<file path="src/rtl/rv32i_pkg.sv">
// rtl/rv32i_pkg.sv - shared RV32I constants, fetch entry type and PC helpers
package rv32i_pkg;

  localparam int XLEN        = 32;
  localparam int INSTR_BYTES = 4;

  localparam logic [XLEN-1:0] RV32I_NOP    = 32'h00000013;
  localparam logic [XLEN-1:0] RESET_VECTOR = 32'h00000000;

  typedef struct packed {
    logic [XLEN-1:0] pc;
    logic [XLEN-1:0] instr;
  } fetch_entry_t;

  // Sequential fetch address; wraps naturally at 2^32.
  function automatic logic [XLEN-1:0] next_pc(input logic [XLEN-1:0] pc);
    return pc + XLEN'(INSTR_BYTES);
  endfunction

  // Drop the byte offset so fetch always proceeds from a word boundary.
  function automatic logic [XLEN-1:0] align_pc(input logic [XLEN-1:0] pc);
    return {pc[XLEN-1:2], 2'b00};
  endfunction

endpackage

</file>
<file path="src/rtl/fetch_skid_fifo.sv">
// rtl/fetch_skid_fifo.sv - small FIFO buffering fetched {pc, instr} entries ahead of decode
module fetch_skid_fifo
  import rv32i_pkg::*;
#(
  parameter int DEPTH = 2
) (
  input  logic                         clk,
  input  logic                         rst_n,
  input  logic                         push,
  input  logic                         pop,
  input  logic                         flush,
  input  fetch_entry_t                 din,
  output fetch_entry_t                 dout,
  output logic [$clog2(DEPTH+1)-1:0]   occ
);

  localparam int PTR_W = (DEPTH > 1) ? $clog2(DEPTH) : 1;
  localparam int OCC_W = $clog2(DEPTH + 1);

  fetch_entry_t     r_mem [DEPTH];
  logic [PTR_W-1:0] r_rd_ptr;
  logic [PTR_W-1:0] r_wr_ptr;
  logic [OCC_W-1:0] r_occ;

  logic w_do_pop;
  logic w_do_push;

  function automatic logic [PTR_W-1:0] ptr_inc(input logic [PTR_W-1:0] p);
    return (p == PTR_W'(DEPTH - 1)) ? '0 : p + PTR_W'(1);
  endfunction

  // A full FIFO may still accept a push when the head leaves in the same cycle.
  assign w_do_pop  = pop & ~flush & (r_occ != '0);
  assign w_do_push = push & ~flush & ((r_occ != OCC_W'(DEPTH)) | w_do_pop);

  // Pointer and occupancy bookkeeping; flush empties the FIFO in one cycle.
  always_ff @(posedge clk or negedge rst_n) begin
    if (!rst_n) begin
      r_rd_ptr <= '0;
      r_wr_ptr <= '0;
      r_occ    <= '0;
    end else if (flush) begin
      r_rd_ptr <= '0;
      r_wr_ptr <= '0;
      r_occ    <= '0;
    end else begin
      if (w_do_pop)  r_rd_ptr <= ptr_inc(r_rd_ptr);
      if (w_do_push) r_wr_ptr <= ptr_inc(r_wr_ptr);
      case ({w_do_push, w_do_pop})
        2'b10:   r_occ <= r_occ + OCC_W'(1);
        2'b01:   r_occ <= r_occ - OCC_W'(1);
        default: r_occ <= r_occ;
      endcase
    end
  end

  // Entry storage needs no reset: empty slots are never presented.
  always_ff @(posedge clk) begin
    if (w_do_push) r_mem[r_wr_ptr] <= din;
  end

  assign dout = r_mem[r_rd_ptr];
  assign occ  = r_occ;

endmodule

</file>
<file path="src/rtl/instr_fetch_rv32i.sv">
// rtl/instr_fetch_rv32i.sv - RV32I fetch stage: PC, ROM address issue, buffering and redirect
module instr_fetch_rv32i
  import rv32i_pkg::*;
#(
  parameter logic [XLEN-1:0] RESET_PC  = RESET_VECTOR,
  parameter logic [XLEN-1:0] NOP_INSTR = RV32I_NOP
) (
  input  logic            clock,
  input  logic            reset,
  output logic [XLEN-1:0] ROM_ADDR,
  input  logic [XLEN-1:0] ROM_INSTR,
  input  logic            ID_READY,
  input  logic            REDIRECT,
  input  logic [XLEN-1:0] REDIRECT_PC,
  output logic            IF_VALID,
  output logic [XLEN-1:0] IF_PC,
  output logic [XLEN-1:0] IF_INSTR,
  output logic            MISALIGN_ERR
);

  logic [XLEN-1:0] r_pc_req;
  logic            r_inflight;
  logic [XLEN-1:0] r_inflight_pc;
  logic [XLEN-1:0] r_last_pc;
  logic            r_misalign;

  fetch_entry_t    w_din;
  fetch_entry_t    w_head;
  logic [1:0]      w_occ;
  logic            w_pop;
  logic            w_push;
  logic [2:0]      w_credit;
  logic            w_issue;

  assign w_pop  = IF_VALID & ID_READY;
  assign w_push = r_inflight & ~REDIRECT;

  // Buffered plus in-flight words after this cycle's pop; issuing only below
  // two keeps the two-entry buffer from ever overflowing.
  assign w_credit = {1'b0, w_occ} + {2'b00, r_inflight} - {2'b00, w_pop};
  assign w_issue  = (w_credit < 3'd2);

  assign w_din.pc    = r_inflight_pc;
  assign w_din.instr = ROM_INSTR;

  fetch_skid_fifo #(
    .DEPTH (2)
  ) u_fifo (
    .clk   (clock),
    .rst_n (reset),
    .push  (w_push),
    .pop   (w_pop),
    .flush (REDIRECT),
    .din   (w_din),
    .dout  (w_head),
    .occ   (w_occ)
  );

  // PC request, in-flight tracking and misalignment flag; redirect overrides issue.
  always_ff @(posedge clock or negedge reset) begin
    if (!reset) begin
      r_pc_req      <= RESET_PC;
      r_inflight    <= 1'b0;
      r_inflight_pc <= '0;
      r_misalign    <= 1'b0;
    end else begin
      r_misalign <= REDIRECT & (REDIRECT_PC[1:0] != 2'b00);
      if (REDIRECT) begin
        r_pc_req   <= align_pc(REDIRECT_PC);
        r_inflight <= 1'b0;
      end else if (w_issue) begin
        r_inflight    <= 1'b1;
        r_inflight_pc <= r_pc_req;
        r_pc_req      <= next_pc(r_pc_req);
      end else begin
        r_inflight <= 1'b0;
      end
    end
  end

  // Remember the last presented PC so IF_PC holds while nothing is valid.
  always_ff @(posedge clock or negedge reset) begin
    if (!reset) begin
      r_last_pc <= '0;
    end else if (IF_VALID) begin
      r_last_pc <= w_head.pc;
    end
  end

  assign ROM_ADDR     = r_pc_req;
  assign IF_VALID     = (w_occ != 2'd0);
  assign IF_PC        = IF_VALID ? w_head.pc : r_last_pc;
  assign IF_INSTR     = IF_VALID ? w_head.instr : NOP_INSTR;
  assign MISALIGN_ERR = r_misalign;

endmodule

</file>
<file path="config.mk">
export PLATFORM = sky130hd
export DESIGN_NAME = instr_fetch_rv32i
export DESIGN_NICKNAME = d
export VERILOG_FILES = /design/src/rtl/rv32i_pkg.sv /design/src/rtl/fetch_skid_fifo.sv /design/src/rtl/instr_fetch_rv32i.sv
export SDC_FILE = /design/constraint.sdc
export NUM_CORES = 1
export LEC_CHECK = 0
export BUFFER_PORTS_ARGS = -buffer_cell sky130_fd_sc_hd__clkbuf_2
export CAP_MARGIN = 40
export CORE_ASPECT_RATIO = 0.8
export CORE_UTILIZATION = 55
export CTS_BUF_LIST = sky130_fd_sc_hd__clkbuf_4 sky130_fd_sc_hd__clkbuf_8
export CTS_CLUSTER_DIAMETER = 60
export DETAILED_ROUTE_END_ITERATION = 10
export HOLD_SLACK_MARGIN = 0.03
export PLACE_DENSITY_LB_ADDON = 0.25
export SLEW_MARGIN = 20
export SYNTH_ARGS = -nofsm -noshare
export SYNTH_HDL_FRONTEND = slang
export SYNTH_SLANG_ARGS = --single-unit
</file>
<file path="constraint.sdc">
create_clock -name clock -period 6.5 [get_ports clock]
set_input_delay 0.325 -clock clock [delete_from_list [all_inputs] [get_ports clock]]
set_output_delay 0.325 -clock clock [all_outputs]
set_load 0.02 [all_outputs]
</file>
Word-level counts from Yosys, hierarchy flattened
Memory sizes are Yosys's and may differ from the RTL's.
Index checks and enable logic that the tools add are counted.
- input port bits: 68
- memories kept: 1
- memory bits (read-only): 0
- memory bits (writable): 128
- output and inout bits: 98
- latch bits: 0
- flip-flop bits (word level): 102
- word-level logic and storage cells: 52
- magnitude comparators: 1
- multiplexer cells: 16
- bitwise gates (word level): 9
- shifts and indexed selects: 0
- $add $sub $neg: 7
- div/mod/pow operators: 0
- multiply operators: 0
- reduce and logical (&&, ||, !) cells: 7
- equality and inequality tests: 3
- memories (memory ; words ; width ; read ports ; clocked after memory_dff ; write ports ; line ; source):
    u_fifo.r_mem ; 2 ; 64 ; 1 ; 0 ; 1 ; fetch_skid_fifo.sv:20 ; fetch_entry_t r_mem [DEPTH];
- operators with widths (operator ; count):
    $mux W32 ; 4
    $add A32 B3 Y32 const B ; 1
    $mux W1 ; 10
    $reduce_bool A2 Y1 ; 5
    $and A1 B1 Y1 ; 7
    $pmux W2 S2 ; 1
    $add A2 B1 Y3 ; 1
    $lt A3 B2 Y1 const B ; 1
    $reduce_bool A3 Y1 ; 1
    $sub A3 B1 Y3 ; 1
    $add A1 B1 Y1 const B ; 2
    $add A2 B1 Y2 const B ; 1
    $eq A2 B1 Y1 const B ; 1
    $eq A2 B2 Y1 const B ; 1
    $mux W2 ; 1
    $ne A2 B2 Y1 const B ; 1
    $reduce_and A2 Y1 ; 1
    $sub A2 B1 Y2 const B ; 1
    $not A1 Y1 ; 1
    $or A1 B1 Y1 ; 1

Logic depth before layout (Yosys ltp)
Gate-level depths: netlist of the first run.
- depth after elaboration: 9
- depth in mapped cells: 16
- depth with buffers taken out: 12

Modules after synthesis
A second synthesis of the first run with hierarchy kept.
- cell total of the unflattened synthesis: 627
- area, all modules: 9374.0 µm²
- modules (own cells, without submodules) (module ; area each (µm²) ; times used ; sequential area each (µm²) ; cells an instance):
    fetch_skid_fifo ; 4834.6 ; 1 ; 3943.8 ; 223
    instr_fetch_rv32i ; 4539.4 ; 1 ; 2352.3 ; 404

Worst setup path before layout of the first run
No wires, ideal clock.
- kind: register to register
- start point: register u_fifo.r_occ[1], in the netlist u_fifo.occ[1]
- end point: memory u_fifo.r_mem[1][0] (netlist name) (enable)
- stages on the path, launching flop included: 5
- slack: 0.616 ns
- arrival: 5.313 ns
- clock period less this slack: 5.884 ns
- setup time: 0.571 ns
- path buffers: 1
- data required time: 5.929 ns
- path through: dfrtp_1 buf_6 nand2_1 o21ai_0 nor3b_1
- cells in the longest elaborated chain, start to end: 8
- ends and longest elaborated chain (what ; line ; source):
    from (decl) ; fetch_skid_fifo.sv:23 ; logic [OCC_W-1:0] r_occ;
    from (signal assigned) ; fetch_skid_fifo.sv:50 ; 2'b10: r_occ <= r_occ + OCC_W'(1);
    from (signal assigned) ; fetch_skid_fifo.sv:51 ; 2'b01: r_occ <= r_occ - OCC_W'(1);
    from (signal assigned) ; fetch_skid_fifo.sv:52 ; default: r_occ <= r_occ;
    $reduce_bool A2 Y1 ; fetch_skid_fifo.sv:33, instr_fetch_rv32i.sv:91 ;
    $and A1 B1 Y1 ; instr_fetch_rv32i.sv:35 ; assign w_pop = IF_VALID & ID_READY;
    $and A1 B1 Y1 (2 in a row) ; fetch_skid_fifo.sv:33 ; assign w_do_pop = pop & ~flush & (r_occ != '0);
    $or A1 B1 Y1 (*) ; fetch_skid_fifo.sv:34 ; assign w_do_push = push & ~flush & ((r_occ != OCC_W'(DEPTH)) | w_do_pop);
    $and A1 B1 Y1 (*) ; fetch_skid_fifo.sv:34 ;
    $mux W1 (*) ; fetch_skid_fifo.sv:59 ; if (w_do_push) r_mem[r_wr_ptr] <= din;
    $mux W1 (not written as such) (*) ; fetch_skid_fifo.sv:59 ;
    to (decl) ; fetch_skid_fifo.sv:20 ;
Every way passes the cells marked *; elsewhere a longest branch is shown, timed or not.

Worst setup path after layout of the first run
- start point: register u_fifo.r_occ[1], in the netlist u_fifo.occ[1]
- end point: register r_inflight_pc[30]
- cells in the longest elaborated chain, start to end: 5
- ends and longest elaborated chain (what ; line ; source):
    branches (longest 2 deep; another with $add A2 B1 Y3) ; n/a ;
    $sub A3 B1 Y3 (*) ; instr_fetch_rv32i.sv:40 ; assign w_credit = {1'b0, w_occ} + {2'b00, r_inflight} - {2'b00, w_pop};
    $lt A3 B2 Y1 (*) ; instr_fetch_rv32i.sv:41 ; assign w_issue = (w_credit < 3'd2);
    $reduce_and A2 Y1 (no source line) (*) ; n/a ;
    to (signal assigned) ; instr_fetch_rv32i.sv:73 ; r_inflight_pc <= r_pc_req;
    to (decl) ; instr_fetch_rv32i.sv:23 ; logic [XLEN-1:0] r_inflight_pc;
Every way passes the cells marked *.
A chain may end at the register's enable or synchronous reset.

==> results_dict.tcl, run 1 <==
set metrics [dict create \
    async_reset_ff_share_pct 44.1 \
    grt_max_degree 93 \
    finalMaxSlewViolations 0 \
    critPathLaunchType "flip-flop" \
    track_usage_pct 21.6 \
    worstPathRequired_ns 6.86 \
    routedWlPerCell_um 16.1 \
    diodes 0 \
    first_global_vias 5573 \
    overflow 0 \
    dp.cells 986 \
    nFillCells 1126 \
    setup_viol 0 \
    routed_via_density 5.15 \
    period_share_pct 55.7 \
    syn_avg_cell_area_um2 14.2 \
    synth-seq-cells 222 \
    port_buffers 163 \
    synth_compound_area_share_pct 3.82 \
    first_pass_iters 6 \
    combinationalPowerShare_pct 24.9 \
    placed_area_um2 9980 \
    pwr-share-seq_pct 47.8 \
    fmax_mhz 276 \
    die_h_um 116 \
    tightest_slew_ns 0.701 \
    timing.rr.start "u_fifo.occ[1]" \
    drt_iter0_markers 360 \
    max_cap_viol_count 0 \
    cts.path.max_buffers 3 \
    intPower_w 0.00297 \
    finalSetupTns_ns 0 \
    synth_area_leaders "edfxtp_1, dfrtp_1, mux2i_1" \
    place_congestion 0.846 \
    path_class "reg -> reg" \
    fin_area_um2 11100 \
    r2r_slack_ns 2.88 \
    design.core.area_um2 15800 \
    timing.hold.ws_ns 0.0513 \
    synthMuxAreaShare_pct 11.6 \
    grt_first_pass_wirelength_mm 27.4 \
    antenna_found_initial 0 \
    crit_path_end_kind "flip-flop" \
    synth_flop_cell "edfxtp_1" \
    yosysSeqAreaShare_pct 69.1 \
    cts.clk_slew.worst_paths_ns 0.06 \
    dp_slack_ns 2.90 \
    cp_max_fo 19 \
    rr_worst_depth 11 \
    period_needed_ns 3.62 \
    cts_hold_buf 35 \
    drive_gt1_share_pct 31.3 \
    h-tree-depth 2 \
    hold_viol_final 0 \
    synth_top_area_share_pct 41.7 \
    drtAntennaViolNets 0 \
    die_area_um2 16800 \
    rows 41 \
    switchingPower_w 0.00133 \
    min_to "ROM_ADDR[7]" \
    clockPowerShare_pct 27.3 \
    cts_buffers 35 \
    routed_wl_mm 17.6 \
    leakage_nw 4.56 \
    root_buffer "clkbuf_8" \
    clkLatencyLatePin_ns 0.49 \
    yosysMostFrequentCell "edfxtp_1" \
    final_cells 1087 \
    num-nets-final 917 \
    swShare_pct 30.9 \
    vias 5596 \
    rsz0062_at_grt "false" \
    p_per_area_nw_per_um2 387 \
    synth_fa_ha_area_share_pct 0.504 \
    cts_tree "built" \
    dp_hpwl_mm 11.4 \
    ys_warn_count 0 \
    synth_edf_count 124 \
    worst_slack_ns 2.88 \
    synth_xor_area_share_pct 3.25 \
    clock-sinks 222 \
    cts-resized-gates 0 \
    r2r_end "r_inflight_pc[30]" \
    min-delay-start "REDIRECT_PC[7]" \
    synthSimpleGateAreaFrac_pct 9.34 \
    syn2layout_area_growth_pct 24.2 \
    die_x_um 145 \
    synth_common_cells "edfxtp_1, dfrtp_1, nand2_1" \
    hold_depth 3 \
    finalClockSkew_ns 0.0146 \
    start_util_pct 56.6 \
    ir_drop_mv 0.224 \
    cp.arrival_ns 3.98 \
    synth_area_um2 8940 \
    status "finished, final reports clean" \
    post-synth-top-area-cell "edfxtp_1" \
    max-slew-margin-rel_pct 53.3 \
    netlist_instances 630 \
    post_cts_buffers 0 \
    synth_top_family_by_area "multiplexers" \
    io_pins 166 \
    hp-class "in -> reg" \
    netlist-cell-type-count 40 \
    drcViolationCount 0 \
]
## cells by family (layout without fill, tap and decap cells)
family | Yosys count | in the layout
other cells | 1 | 2
flops | 222 | 222
mux | 92 | 92
xor+xnor | 31 | 31
fa+ha+maj | 3 | 3
simple gates | 176 | 176
compound gates | 66 | 66
buf+inv | 39 | 280
## critical path, stage by stage (launching register included)
cell and delay [ns]:
dfrtp_1 0.54, nor2_4 0.17, inv_1 0.09, and2_1 0.20, ha_1 0.29, nand2b_1 0.16, fa_1 0.45, xnor2_4 0.38
nand2_4 0.10, or2_2 0.53, buf_16 0.26, mux2_4 0.30
## through the flow
| stage | utilization (%) | power (W) |
|---|---|---|
| after detailed placement | 63.1 | 0.00313 |
| after CTS | 69.9 | 0.00433 |
| after floorplan | - | 0.00277 |
| after global placement | 62.7 | 0.00306 |
| final | 70.2 | 0.00429 |
| after global routing | 70.2 | 0.00453 |
## sequential cells by signal, indices dropped and copies added (netlist names)
| name | cells |
|---|---|
| u_fifo.r_mem | 124 |
| r_last_pc | 32 |
| ROM_ADDR | 30 |
| r_inflight_pc | 30 |
| u_fifo.occ | 2 |
| MISALIGN_ERR | 1 |
| r_inflight | 1 |
| u_fifo.r_rd_ptr | 1 |
| u_fifo.r_wr_ptr | 1 |
## worst max-delay path by stage
| stage | cells after the start | slack [ns] | from | end |
|---|---|---|---|---|
| final | 11 | 2.88 | u_fifo.occ[1] | r_inflight_pc[30] |
| after global routing | 11 | 2.70 | u_fifo.occ[1] | r_inflight_pc[22] |
| after CTS | 11 | 2.89 | u_fifo.occ[1] | r_inflight_pc[22] |
| after detailed placement | 11 | 2.90 | u_fifo.occ[1] | r_inflight_pc[22] |
| after global placement | 10 | 3.02 | u_fifo.occ[1] | r_inflight_pc[7] |
| after floorplan | 4 | 0.62 | u_fifo.occ[1] | u_fifo.r_mem[1][0] |
## routing by layer
layer / track usage [%] / share of wire, %
met5: 0 / 0
met4: 7.72 / 2.4
met1: 27.4 / 42
met2: 37.4 / 51
met3: 4.13 / 4.9
## layout by cell type, fill, tap and decap left out, drive strengths merged, types with 8 or more instances in the layout
master       netlist  routed
mux2i             63      63
nand2             80      80
clkinv             0       8
buf               14      11
dfrtp             98      98
clkbuf            18     217
xor2               9       9
o21ai             61      61
mux2              29      29
edfxtp           124     124
nor2              42      42
dlygate4sd3        0      37
xnor2             22      22
nor3              10      10
nand3             14      14
## power groups by stage
stage,clock network [W],logic [W],registers (W)
after floorplan,0,0.000728,0.00205
final,0.00117,0.00107,0.00205
after CTS,0.00120,0.00107,0.00205
after global placement,0,0.000985,0.00207
after detailed placement,0,0.00105,0.00208
after global routing,0.00127,0.00117,0.00209
## layout make-up
type | count | area (um2) | share of cell area (%)
flip-flops and latches | 222 | 6180 | 55.7
inverters | 7 | 26.3 | 0.237
well taps | 215 | 269 | 2.42
clock inverters | 8 | 35.0 | 0.316
clock buffers | 55 | 688 | 6.20
repair buffers | 210 | 1330 | 12.0
multi-input cells | 370 | 2570 | 23.1
Power figures use the tool's default switching activity.
==> inputs of run 2 (changes only) <==
- clock period: 6.5 -> 3.4 ns (I/O delays scaled with it)
==> run 2 against run 1 <==
Global-route usage up 1.8 points. Via count up 3.4%. Sequential share of layout area down 1.8 points. Non-clock buffer count up 33. Power grew 93%. Worst setup slack got worse by 2.6 ns. Clock-buffer cell count is 1 higher. Sequential power up 91%. Worst hold slack improved by 0.19 ns. First-iteration DRC count shrank 26%. Register-to-register slack worse by 2.6 ns. Clock power up 91%. Critical endpoint is now ROM_ADDR[30]. Highest routed layer unchanged.
==> results_dict.tcl, run 2 (synthesis results as in run 1) <==
set metrics [dict create \
    r2r_end "ROM_ADDR[30]" \
    die_h_um 116 \
    first_global_vias 6069 \
    largest_reg_flops 124 \
    hp-class "in -> async" \
    start_util_pct 56.6 \
    finalSetupTns_ns 0 \
    switchingPower_w 0.00260 \
    leakage_nw 4.70 \
    die_area_um2 16800 \
    cp.arrival_ns 3.53 \
    crit_family "simple AND/OR/NAND/NOR gates" \
    track_usage_pct 23.4 \
    routed_via_density 5.16 \
    drive_gt1_share_pct 30.9 \
    hold_viol_final 0 \
    clkLatencyLatePin_ns 0.50 \
    clock-sinks 222 \
    period_needed_ns 3.15 \
    routed_wl_mm 18.9 \
    worst_path_max_delay_cell "fa_1" \
    combinationalPowerShare_pct 25.9 \
    cts.clk_slew.worst_paths_ns 0.06 \
    cts_buffers 36 \
    timing.critical_path.mode_cell "and2_1" \
    timing.rr.start "u_fifo.occ[0]" \
    status "finished, final reports clean" \
    crit_path_end_kind "flip-flop" \
    crit_path_cell_trace "nor2_4, inv_2, and2_1, ha_1, nand2b_1, fa_1, and2_1, nand4_4, nor3_1, xor2_1, mux2_2" \
    grt_max_degree 93 \
    dp.cells 989 \
    overflow 0 \
    swShare_pct 31.4 \
    tightest_slew_ns 0.819 \
    syn2layout_area_growth_pct 28.3 \
    period_share_pct 92.7 \
    p_per_area_nw_per_um2 723 \
    cts.path.max_buffers 3 \
    fin_area_um2 11500 \
    worstPathRequired_ns 3.78 \
    fmax_mhz 317 \
    critPathLaunchType "flip-flop" \
    max_cap_viol_count 0 \
    crit_buf_inv 1 \
    finalClockSkew_ns 0.0242 \
    path_class "reg -> reg" \
    cts_tree "built" \
    regMostFlops "u_fifo.r_mem" \
    final_cells 1122 \
    h-tree-depth 2 \
    diodes 0 \
    drtAntennaViolNets 0 \
    dp_hpwl_mm 11.9 \
    final_cell_mix "clkbuf_2, edfxtp_1, dfrtp_1, nand2_1, dlygate4sd3_1" \
    reg_top3 "u_fifo.r_mem (124), r_last_pc (32)" \
    ir_drop_mv 0.338 \
    placed_area_um2 10000 \
    root_buffer "clkbuf_8" \
    finalMaxSlewViolations 0 \
    antenna_found_initial 0 \
    pwr-share-seq_pct 47.3 \
    place_congestion 0.834 \
    layout_commonest_cell "clkbuf_2" \
    power_w 0.00829 \
    vias 5784 \
    cp_max_fo 10 \
    drt_iter0_markers 266 \
    rows 41 \
    io_pins 166 \
    max-slew-margin-rel_pct 44.8 \
    setup_viol 0 \
    r2r_slack_ns 0.25 \
    port_buffers 163 \
    slowest_delay_ns 0.64 \
    rr_worst_depth 11 \
    routedWlPerCell_um 16.8 \
    drcViolationCount 0 \
    grt_first_pass_wirelength_mm 29.8 \
    rsz0062_at_grt "false" \
    num-nets-final 951 \
    first_pass_iters 4 \
    design.core.area_um2 15800 \
    die_x_um 145 \
    intPower_w 0.00568 \
    clockPowerShare_pct 26.9 \
]
run 2: cell types whose count changed in the layout (fill, tap and decap cells not counted), sizes merged:
cell         previous run  this run
dlygate4sd3            37        66
buf                    11        15
clkinvlp                0         2
clkbuf                217       218
clkinv                  8         7
run 2: power groups by stage:
stage / clock, W / sequential, W / combinational [W]
finish: 0.00223 / 0.00392 / 0.00214
global route: 0.00240 / 0.00398 / 0.00234
CTS: 0.00227 / 0.00395 / 0.00208
global placement: 0 / 0.00395 / 0.00194
detailed placement: 0 / 0.00400 / 0.00201
floorplan: 0 / 0.00390 / 0.00140
run 2: area by class of cell:
| class | count | area (um2) |
|---|---|---|
| multi-input cells | 370 | 2580 |
| inverters | 7 | 26.3 |
| well taps | 215 | 269 |
| flip-flops and latches | 222 | 6180 |
| fillers | 1110 | 4340 |
| clock buffers | 56 | 671 |
| clock inverters | 9 | 45.0 |
| repair buffers | 243 | 1690 |
run 2: per-stage QoR:
stage | hold WS, ns | util [%] | worst slack, ns
floorplan | -0.126 | - | 0.0189
global placement | 0.267 | 63.3 | 0.213
detailed placement | 0.266 | 63.5 | 0.222
CTS | 0.276 | 72.2 | 0.195
global route | 0.315 | 72.5 | 0.0399
finish | 0.244 | 72.5 | 0.247
run 2: timing repair:
action	in CTS	in global routing
endpoints found under the hold margin	148	0
setup endpoints to repair	0	1
gates resized for setup	0	1
buffers inserted	0	0
hold buffers	66	0
run 2: worst max-delay path by stage:
stage	startpoint	slack, ns	cells after the start	endpoint
after floorplan	u_fifo.occ[1]	0.02	14	r_inflight_pc[10]
after global placement	u_fifo.occ[1]	0.21	10	r_inflight_pc[4]
after detailed placement	u_fifo.occ[1]	0.22	11	r_inflight_pc[17]
after CTS	u_fifo.occ[0]	0.19	11	r_inflight_pc[25]
after global routing	u_fifo.occ[0]	0.04	12	ROM_ADDR[27]
final	u_fifo.occ[0]	0.25	11	ROM_ADDR[30]
run 2: metal layers:
layer,wire [um],global-route usage [%],up-vias
met5,0,0,-
met4,302,7.44,0
met3,874,4.63,30
met2,9640,41.4,170
met1,8050,29.1,2830
li1,-,-,2754
